<file path="config.mk">
export PLATFORM = sky130hd
export DESIGN_NAME = smart_throttle_ctrl
export DESIGN_NICKNAME = d
export VERILOG_FILES = /design/src/rtl/smart_pkg.sv /design/src/rtl/smart_src_filter.sv /design/src/rtl/smart_throttle_ctrl.sv
export SDC_FILE = /design/constraint.sdc
export NUM_CORES = 1
export LEC_CHECK = 0
export CAP_MARGIN = 0
export CORE_UTILIZATION = 50
export CTS_CLUSTER_DIAMETER = 60
export DETAILED_ROUTE_END_ITERATION = 10
export PLACE_DENSITY = 0.77
export SLEW_MARGIN = 20
export SYNTH_ARGS = -nofsm -noshare
export SYNTH_HDL_FRONTEND = slang
export SYNTH_SLANG_ARGS = --single-unit
</file>
<file path="constraint.sdc">
create_clock -name iClk -period 2.91 [get_ports iClk]
set_input_delay 0.4365 -clock iClk [delete_from_list [all_inputs] [get_ports iClk]]
set_output_delay 0.4365 -clock iClk [all_outputs]
set_load 0.01 [all_outputs]
</file>
<file path="src/rtl/smart_pkg.sv">
// Shared types and defaults for the SmaRT throttle controller.
// The package is imported by smart_src_filter and smart_throttle_ctrl.
package smart_pkg;

    typedef enum logic [1:0] {
        ST_OFF    = 2'd0,
        ST_IDLE   = 2'd1,
        ST_ASSERT = 2'd2,
        ST_HOLD   = 2'd3
    } smart_state_t;

    localparam int SMART_FILT_CYC      = 4;
    localparam int SMART_MIN_HOLD_2MHZ = 2000;  // 1 ms at 2 MHz
    localparam int SMART_EVT_W         = 8;

    // The event counter stops at all-ones rather than wrapping, so a BMC
    // reading 255 knows that at least 255 throttle entries occurred.
    function automatic logic [SMART_EVT_W-1:0] sat_inc(input logic [SMART_EVT_W-1:0] v);
        return (v == '1) ? v : v + SMART_EVT_W'(1);
    endfunction

endpackage

</file>
<file path="src/rtl/smart_src_filter.sv">
// One throttle requester: 2-flop synchroniser followed by a stability filter.
// The filtered level is active high (1 = source is requesting throttle) and
// changes only after FILT_CYC consecutive synced samples at the new level.
module smart_src_filter
    import smart_pkg::*;
#(
    parameter int FILT_CYC = SMART_FILT_CYC
) (
    input  logic clk,
    input  logic rst_n,
    input  logic req_n,
    output logic filt
);

    localparam int CNT_W = $clog2(FILT_CYC + 1);

    logic             sync1;
    logic             sync2;
    logic [CNT_W-1:0] cnt;

    // Bring the asynchronous request into the clock domain; idle level is high.
    always_ff @(posedge clk) begin
        if (!rst_n) begin
            sync1 <= 1'b1;
            sync2 <= 1'b1;
        end else begin
            sync1 <= req_n;
            sync2 <= sync1;
        end
    end

    // Count consecutive samples that disagree with the filtered level; any
    // sample that agrees again restarts the count.
    always_ff @(posedge clk) begin
        if (!rst_n) begin
            cnt  <= '0;
            filt <= 1'b0;
        end else if (~sync2 == filt) begin
            cnt <= '0;
        end else if (cnt == CNT_W'(FILT_CYC - 1)) begin
            filt <= ~sync2;
            cnt  <= '0;
        end else begin
            cnt <= cnt + CNT_W'(1);
        end
    end

endmodule

</file>
<file path="src/rtl/smart_throttle_ctrl.sv">
// SmaRT throttle arbiter: filters active-low requesters, gates them by
// enable and PWROK, and drives FM_SYS_THROTTLE (via an inverting FET) with a
// guaranteed minimum assert time. Sticky per-source flags and a saturating
// entry counter are kept for BMC readout.
// Optional build macro SMART_FORCE_THROTTLE_EN adds the iForceThrottle input,
// which forces oThrottle high while PWROK is good without touching the FSM.
module smart_throttle_ctrl
    import smart_pkg::*;
#(
    parameter int NUM_SRC      = 4,
    parameter int FILT_CYC     = SMART_FILT_CYC,
    parameter int MIN_HOLD_CYC = SMART_MIN_HOLD_2MHZ,
    parameter int HOLD_W       = $clog2(MIN_HOLD_CYC + 1)
) (
    input  logic                   iClk,
    input  logic                   iRst_n,
    input  logic                   iPwrOk,
    input  logic [NUM_SRC-1:0]     iSrcReq_n,
    input  logic [NUM_SRC-1:0]     iSrcEn,
    input  logic                   iStsClr,
`ifdef SMART_FORCE_THROTTLE_EN
    input  logic                   iForceThrottle,
`endif
    output logic                   oThrottle,
    output logic [NUM_SRC-1:0]     oActiveSrc,
    output logic [NUM_SRC-1:0]     oStickySts,
    output logic [SMART_EVT_W-1:0] oEventCnt
);

    logic [NUM_SRC-1:0] filt;
    logic               any_req;
    smart_state_t       state;
    smart_state_t       state_nxt;
    logic [HOLD_W-1:0]  hold_cnt;
    logic [HOLD_W-1:0]  hold_nxt;
    logic               thr_nxt;
    logic               evt_inc;
    logic               force_on;

    for (genvar i = 0; i < NUM_SRC; i++) begin : g_src
        smart_src_filter #(
            .FILT_CYC (FILT_CYC)
        ) u_filt (
            .clk   (iClk),
            .rst_n (iRst_n),
            .req_n (iSrcReq_n[i]),
            .filt  (filt[i])
        );
    end

    // Registered, enable-gated request level; the filters keep running when
    // a source is disabled so re-enabling takes effect on the next edge.
    always_ff @(posedge iClk) begin
        if (!iRst_n) oActiveSrc <= '0;
        else         oActiveSrc <= filt & iSrcEn;
    end

    assign any_req = |oActiveSrc;

`ifdef SMART_FORCE_THROTTLE_EN
    assign force_on = iPwrOk & iForceThrottle & (state != ST_OFF);
`else
    assign force_on = 1'b0;
`endif

    // Next state, hold counter and throttle level; PWROK loss wins over the
    // minimum hold. In ST_HOLD the output follows anyReq so release is seen
    // on the same edge that returns the FSM to ST_IDLE.
    always_comb begin
        state_nxt = state;
        hold_nxt  = hold_cnt;
        thr_nxt   = 1'b0;
        evt_inc   = 1'b0;
        if (!iPwrOk) begin
            state_nxt = ST_OFF;
            hold_nxt  = '0;
        end else begin
            case (state)
                ST_OFF: state_nxt = ST_IDLE;
                ST_IDLE: begin
                    if (any_req) begin
                        state_nxt = ST_ASSERT;
                        hold_nxt  = HOLD_W'(MIN_HOLD_CYC - 1);
                        thr_nxt   = 1'b1;
                        evt_inc   = 1'b1;
                    end
                end
                ST_ASSERT: begin
                    if (hold_cnt == '0) begin
                        state_nxt = ST_HOLD;
                        thr_nxt   = any_req;
                    end else begin
                        hold_nxt = hold_cnt - HOLD_W'(1);
                        thr_nxt  = 1'b1;
                    end
                end
                ST_HOLD: begin
                    if (any_req) thr_nxt   = 1'b1;
                    else         state_nxt = ST_IDLE;
                end
                default: state_nxt = ST_OFF;
            endcase
        end
    end

    // FSM state, hold counter and the registered throttle output.
    always_ff @(posedge iClk) begin
        if (!iRst_n) begin
            state     <= ST_OFF;
            hold_cnt  <= '0;
            oThrottle <= 1'b0;
        end else begin
            state     <= state_nxt;
            hold_cnt  <= hold_nxt;
            oThrottle <= thr_nxt | force_on;
        end
    end

    // Sticky flags: a source active while powered sets its flag; a set in
    // the same cycle as a clear is kept.
    always_ff @(posedge iClk) begin
        if (!iRst_n) begin
            oStickySts <= '0;
        end else begin
            oStickySts <= (iStsClr ? '0 : oStickySts) |
                          ((state != ST_OFF) ? oActiveSrc : '0);
        end
    end

    // Throttle-entry counter; a clear coincident with an entry leaves 1.
    always_ff @(posedge iClk) begin
        if (!iRst_n) begin
            oEventCnt <= '0;
        end else if (iStsClr) begin
            oEventCnt <= evt_inc ? SMART_EVT_W'(1) : '0;
        end else if (evt_inc) begin
            oEventCnt <= sat_inc(oEventCnt);
        end
    end

endmodule
</file>
# [After elaboration in Yosys (flattened, before gate mapping)]
# Index checks and enable logic that the tools add are counted.
[totals] ff_bits=54 latch_bits=0 ramBits=0 mem_bits_ro=0 in_bits=12 out_inout_bits=17 word_cells=93 mem_count=0
[op_classes] addsub=6 n_mul=0 n_div=0 order_cmp=0 n_eq_ne=17 shifts=0 n_mux=18 bitwise_logic=11 n_reduce_logical=19
[op_table] cell="$mux 8" n=3
[op_table] cell="$mux 11" n=2
[op_table] cell="$pmux 11 s2" n=1
[op_table] cell="$add 3x1->3 const B" n=4
[op_table] cell="$eq 3x2->1 const B" n=4
[op_table] cell="$reduce_and 2->1" n=6
[op_table] cell="$reduce_or 3->1" n=4
[op_table] cell="$logic_not 11->1" n=1
[op_table] cell="$sub 11x1->11 const B" n=1
[op_table] cell="$ne 2x2->1 const B" n=5
[op_table] cell="$not 1->1" n=9
[op_table] cell="$add 8x1->8 const B" n=1
[op_table] cell="$eq 8x8->1 const B" n=1
[op_table] cell="$mux 4" n=2
[op_table] cell="$pmux 2 s4" n=1
[op_table] cell="$mux 2" n=3
[op_table] cell="$reduce_and 3->1" n=2
[op_table] cell="$reduce_bool 2->1" n=3
[op_table] cell="$mux 1" n=5
[op_table] cell="$and 4x4->4" n=1
[op_table] cell="$eq 1x1->1" n=4
[op_table] cell="$eq 2x2->1 const B" n=2
[op_table] cell="$or 4x4->4" n=1
[op_table] cell="$reduce_or 4->1" n=1
[op_table] cell="4 further kinds" n=4

# [Depth between registers and ports, before layout]
[depth] ltp_word=6 mapped_depth=8 depth_no_buf=6

# [Hierarchy]
# Synthesis repeated with hierarchy kept, for this count alone.
[hier_totals] cells_unflattened=244 hier_area_um2=2408.6
[by_module_without_submodules] module="smart_throttle_ctrl" n_inst=1 cells_each=176 area_per_inst_um2=1562.7 seq_area_each_um2=600.6
[by_module_without_submodules] module="smart_src_filter" n_inst=4 cells_each=17 area_per_inst_um2=211.5 seq_area_each_um2=120.1

# [Least setup slack after synthesis]
# OpenSTA, ideal clock, no wires.
[synth_timing] path_kind="reg2reg" start="reg state[0]" end="reg hold_cnt[2]" setup_time_ps=127 arrival_ps=1951 required_time_ps=2783 slack_ps=832 stages_incl_launch_ff=9 n_path_buf=2 synth_period_minus_slack_ps=2078 path_cell_list="dfxtp_1 inv_1 ha_1 buf_6 or4b_1 or3_1 buf_2 a311oi_1 a211oi_1"
[synth_via] elab_chain_cells=3
[synth_rtl] item="start: declaration" line="smart_throttle_ctrl.sv:32" source="smart_state_t state;"
[synth_rtl] item="start signal: assignment" line="smart_throttle_ctrl.sv:113" source="state <= state_nxt;"
[synth_rtl] item="$eq 2x2->1 or $eq 2x1->1 (tied branches)" line="smart_throttle_ctrl.sv:78" source="case (state)"
[synth_rtl] item="$ne 2x2->1 (no line) or $reduce_bool 2->1 (tied branches)"
[synth_rtl] item="$reduce_and 3->1 (no line)"
[synth_rtl] item="end signal: assignment" line="smart_throttle_ctrl.sv:114" source="hold_cnt <= hold_nxt;"
[synth_rtl] item="end: declaration" line="smart_throttle_ctrl.sv:34" source="logic [HOLD_W-1:0] hold_cnt;"
# Several ways; a longest one is shown, not always the timed one.
# A chain may end at the register's enable or synchronous reset.

# [Final worst setup path]
[layout_timing] start="reg state[0]" end="reg hold_cnt[9]"
# The elaborated chain is that of the path after synthesis.

==> metrics.md <==
| Metric | Value |
|---|---|
| Status | complete, no violations |
| Skew-Pair Late Insertion Delay | 0.31 ns |
| Share of layout cells above drive strength 1 | 5.28% |
| Hold Buf Count CTS | 0 |
| Synth Flop Type | dfxtp_1 |
| Peak Freq | between 400 and 500 MHz |
| Setup violations, final | 0 |
| Ant. Diodes | 0 |
| Worst R2R Start | state[0]$_SDFFE_PN0P_ |
| Actual slew at the worst max-slew pin | about 0.75 ns |
| Adder-cell share of the synthesized area | 7.33% |
| Die ar. | about 5100 sq um |
| H-tree depth | 2 |
| Mapped Cells | 256 |
| Clk_skew | just over 0.008 ns |
| Setup crit end kind | register |
| Synth top area cells | dfxtp_1, ha_1, inv_1 |
| RSZ-0062 raised after global routing | false |
| Vias per cell | 5.69 |
| Part of the Yosys area used for sequential elements | 45.2% |
| Sw Pwr | 0.323 mW |
| Met2 Usage GRT | 32.4% |
| Via Count | 1912 |
| Synth Area in Compound Gates | 17.0% |
| Row count | 24 |
| Vias in the first global route | 1770 |
| CTS Buffer Depth | 2 |
| Worst path arrival time | 2.50 ns |
| Slowest cell on the critical path | or4b_1 |
| Gpl congestion | 0.926 |
| DR iter-0 viols | 85 |
| DRT Pass-1 Iters | 4 |
| Reg2reg end | hold_cnt[9]$_SDFFE_PN0P_ |
| Gate power share | 9.0% |
| Crit path from | state[0]$_SDFFE_PN0P_ |
| Leakage power | 1.03 nW |
| Internal | 1.00 mW |
| Syn avg cell area | around 9.3 sq um |
| Worst setup SP type | register |
| EDFF count, synth | 0 |
| Syn Nets | 282 |
| Yosys cell types | between 40 and 50 |
| CP endpoint | hold_cnt[9]$_SDFFE_PN0P_ |
| Clock power frac | roughly 33% |
| Starting Density | 53.4% |
| Ys Warns | 0 |
| Fin nets | 309 |
| Total power | about 1.3 mW |
| Grt total ovfl | 0 |
| Simple-gate share of the synthesized area | 21.1% |
| Main combinational cell family by area after synthesis | simple AND/OR/NAND/NOR gates |
| Reg2Reg Depth | 6 |
| Largest net degree at the start of global routing | 28 |
| Synthesized flop and latch total | between 50 and 60 |
| Mux share of post-synthesis cell area | between 1 and 1.5% |
| Buffer count from post-CTS setup fixing | 0 |
| Port bufs | 28 |
| Clock sink count | 54 |
| Met1 Track Usage GR | 23.1% |
| GRT Total Usage | 19.1% |
| Final worst-path setup slack | 0.640 ns |
| Antenna Violating Nets Remaining | 0 |
| Fin. Hold Viols | 0 |
| Placed insts | around 330 |
| Clock slew at reported path FFs | around 0.10 ns |
| Initial antenna violation count | 0 |
| Synth top area share | between 40% and 50% |
| Number of top-level pins | 29 |
| Final Core Density | between 60 and 70% |
| GRT busiest layer | met2 |
| Post-cts sizing count | 0 |
| Worst-path cell chain | inv_1 -> ha_1 -> or4b_1 -> nor3_1 -> nor4b_1 -> a311oi_1 |
| Worst Path Max Fanout | 9 |
| Synth Cell Area | between 2000 and 2500 sq um |
| CTS tree | yes |
| Non-Filler Instances | approximately 340 |
| Most common cell in the netlist | dfxtp_1 |
| Period utilization | between 70 and 80% |
| Hpwl dp | roughly 3.3 mm |
| Sw frac | 24.4% |
| Worst slew margin | approximately half |
| Worst reg2reg setup slack | 0.64 ns |
| Routed length per instance | 13.3 um |
| Crit path time final | 2.27 ns |
| DRC Markers | 0 |
| Peak supply drop | 0.405 mV |
| Worst path max stage delay | 0.54 ns |
| Slew Viols, Final | 0 |
| Power per cell area | 476 nW/um^2 |
| First-pass GRT wire length | 7.67 mm |
| Die height | 71.1 um |
| Dpl ws | 0.643 ns |
| Share of flip-flops with an asynchronous set or reset | 0% |
| CORE AREA | 4470 sq um |
| Worst Hold Class | reg2reg |
| Number of buffers created by CTS | 5 |
| Synth-to-layout area growth | 16.6% |
| Root buffer cell | clkbuf_8 |
| Die W | ~71 um |
| Reg power frac | 57.7% |
| Worst EP required | 3.14 ns |
| Setup total negative slack | 0 ns |
| Max Cap Viol | 0 |
| Met3 Track Usage GR | 4.56% |
| XOR/XNOR share of the synthesized area | between 1.5 and 2% |
| Area leader, netlist | dfxtp_1 |
| Crit Path Category | reg2reg |
| Post-synth top cells | dfxtp_1, inv_1, nor2_1 |
| Routed WL | 4.48 mm |
## cell usage in the layout (no fill, tap or decap), types with 3 or more instances in the layout
| cell | Yosys | layout |
|---|---|---|
| o211ai_1 | 3 | 3 |
| nor3_1 | 4 | 4 |
| nand2b_1 | 9 | 9 |
| o22ai_1 | 5 | 5 |
| or4_1 | 4 | 4 |
| inv_1 | 25 | 25 |
| a21oi_1 | 10 | 10 |
| nand3b_1 | 4 | 4 |
| or3_1 | 7 | 7 |
| nor4_1 | 3 | 3 |
| nor3b_1 | 3 | 3 |
| o21ai_0 | 6 | 6 |
| a311oi_1 | 3 | 3 |
| clkdlybuf4s50_1 | 0 | 28 |
| and3_1 | 6 | 6 |
| a211oi_1 | 5 | 5 |
| nor2_1 | 18 | 18 |
| ha_1 | 14 | 14 |
| o31ai_1 | 6 | 6 |
| nand2_1 | 13 | 13 |
| xnor2_1 | 5 | 5 |
| nand3_1 | 4 | 4 |
| dfxtp_1 | 54 | 54 |
| clkbuf_8 | 0 | 6 |
| and2_1 | 6 | 6 |
| o211a_1 | 5 | 5 |
## metal layers
| layer | wire [um] | vias to the layer above |
|---|---|---|
| met5 | 0 | - |
| met3 | 175 | 15 |
| met2 | 2160 | 50 |
| li1 | - | 976 |
| met4 | 103 | 0 |
| met1 | 2040 | 871 |
## cell type report
type	count	area, sq um
timing repair buffer	29	288
fill	391	1690
multi-input combinational	168	1160
inverter	25	93.8
clock buffer	6	82.6
clock inverter	2	16.3
sequential	54	1080
tap	52	65.1
## power by group through the flow
stage,clock (mW),combinational (mW),sequential (mW)
after floorplan,0,0.0889,0.779
after global placement,0,0.116,0.782
after detailed placement,0,0.119,0.782
after CTS,0.456,0.119,0.765
after global routing,0.495,0.132,0.768
final,0.443,0.119,0.765
## kinds of logic (layout without fill, tap and decap cells)
| logic type | after synthesis | count (layout) |
|---|---|---|
| simple gates | 90 | 90 |
| compound gates | 56 | 56 |
| flops | 54 | 54 |
| buf+inv | 34 | 62 |
| fa+ha+maj | 14 | 14 |
| xor+xnor | 5 | 5 |
| mux | 3 | 3 |
## critical path: cells and delay by family, from the launching register on
kind                       cells  cell delay [ns]
AOI/OAI and AO/OA              1             0.24
DFF                            1             0.34
adders and majority gates      1             0.31
and+or+nand+nor                3             1.20
buffers and inverters          1             0.10
## metrics by stage
stage / hold WS (ns) / cell area [sq um]
CTS: 0.422 / 2790
finish: 0.423 / 2790
global route: 0.443 / 2790
detailed placement: 0.397 / 2690
floorplan: 0.386 / 2390
global placement: 0.389 / 2690
## registers in the layout, indices dropped and copies added, names as in the netlist, 2 cells and up
register            cells
g_src.u_filt.filt       4
g_src.u_filt.sync2      4
oStickySts              4
hold_cnt               11
oActiveSrc              4
oEventCnt               8
g_src.u_filt.sync1      4
g_src.u_filt.cnt       12
state                   2
## worst min-delay path by stage
| stage | slack [ns] | endpoint | cells past startpoint | startpoint |
|---|---|---|---|---|
| 6_report | 0.42 | g_src[0].u_filt.cnt[0]$_SDFF_PP0_ | 1 | g_src[0].u_filt.cnt[0]$_SDFF_PP0_ |
| 5_1_grt | 0.44 | g_src[0].u_filt.cnt[0]$_SDFF_PP0_ | 1 | g_src[0].u_filt.cnt[0]$_SDFF_PP0_ |
| 4_1_cts | 0.42 | g_src[0].u_filt.sync2$_SDFF_PN1_ | 1 | g_src[0].u_filt.sync1$_SDFF_PN1_ |
| 3_5_place_dp | 0.40 | g_src[0].u_filt.sync2$_SDFF_PN1_ | 1 | g_src[0].u_filt.sync1$_SDFF_PN1_ |
| 3_3_place_gp | 0.39 | g_src[0].u_filt.sync2$_SDFF_PN1_ | 1 | g_src[0].u_filt.sync1$_SDFF_PN1_ |
| 2_1_floorplan | 0.39 | g_src[0].u_filt.sync2$_SDFF_PN1_ | 1 | g_src[0].u_filt.sync1$_SDFF_PN1_ |
Note: power is estimated with default switching activity, not from simulation.
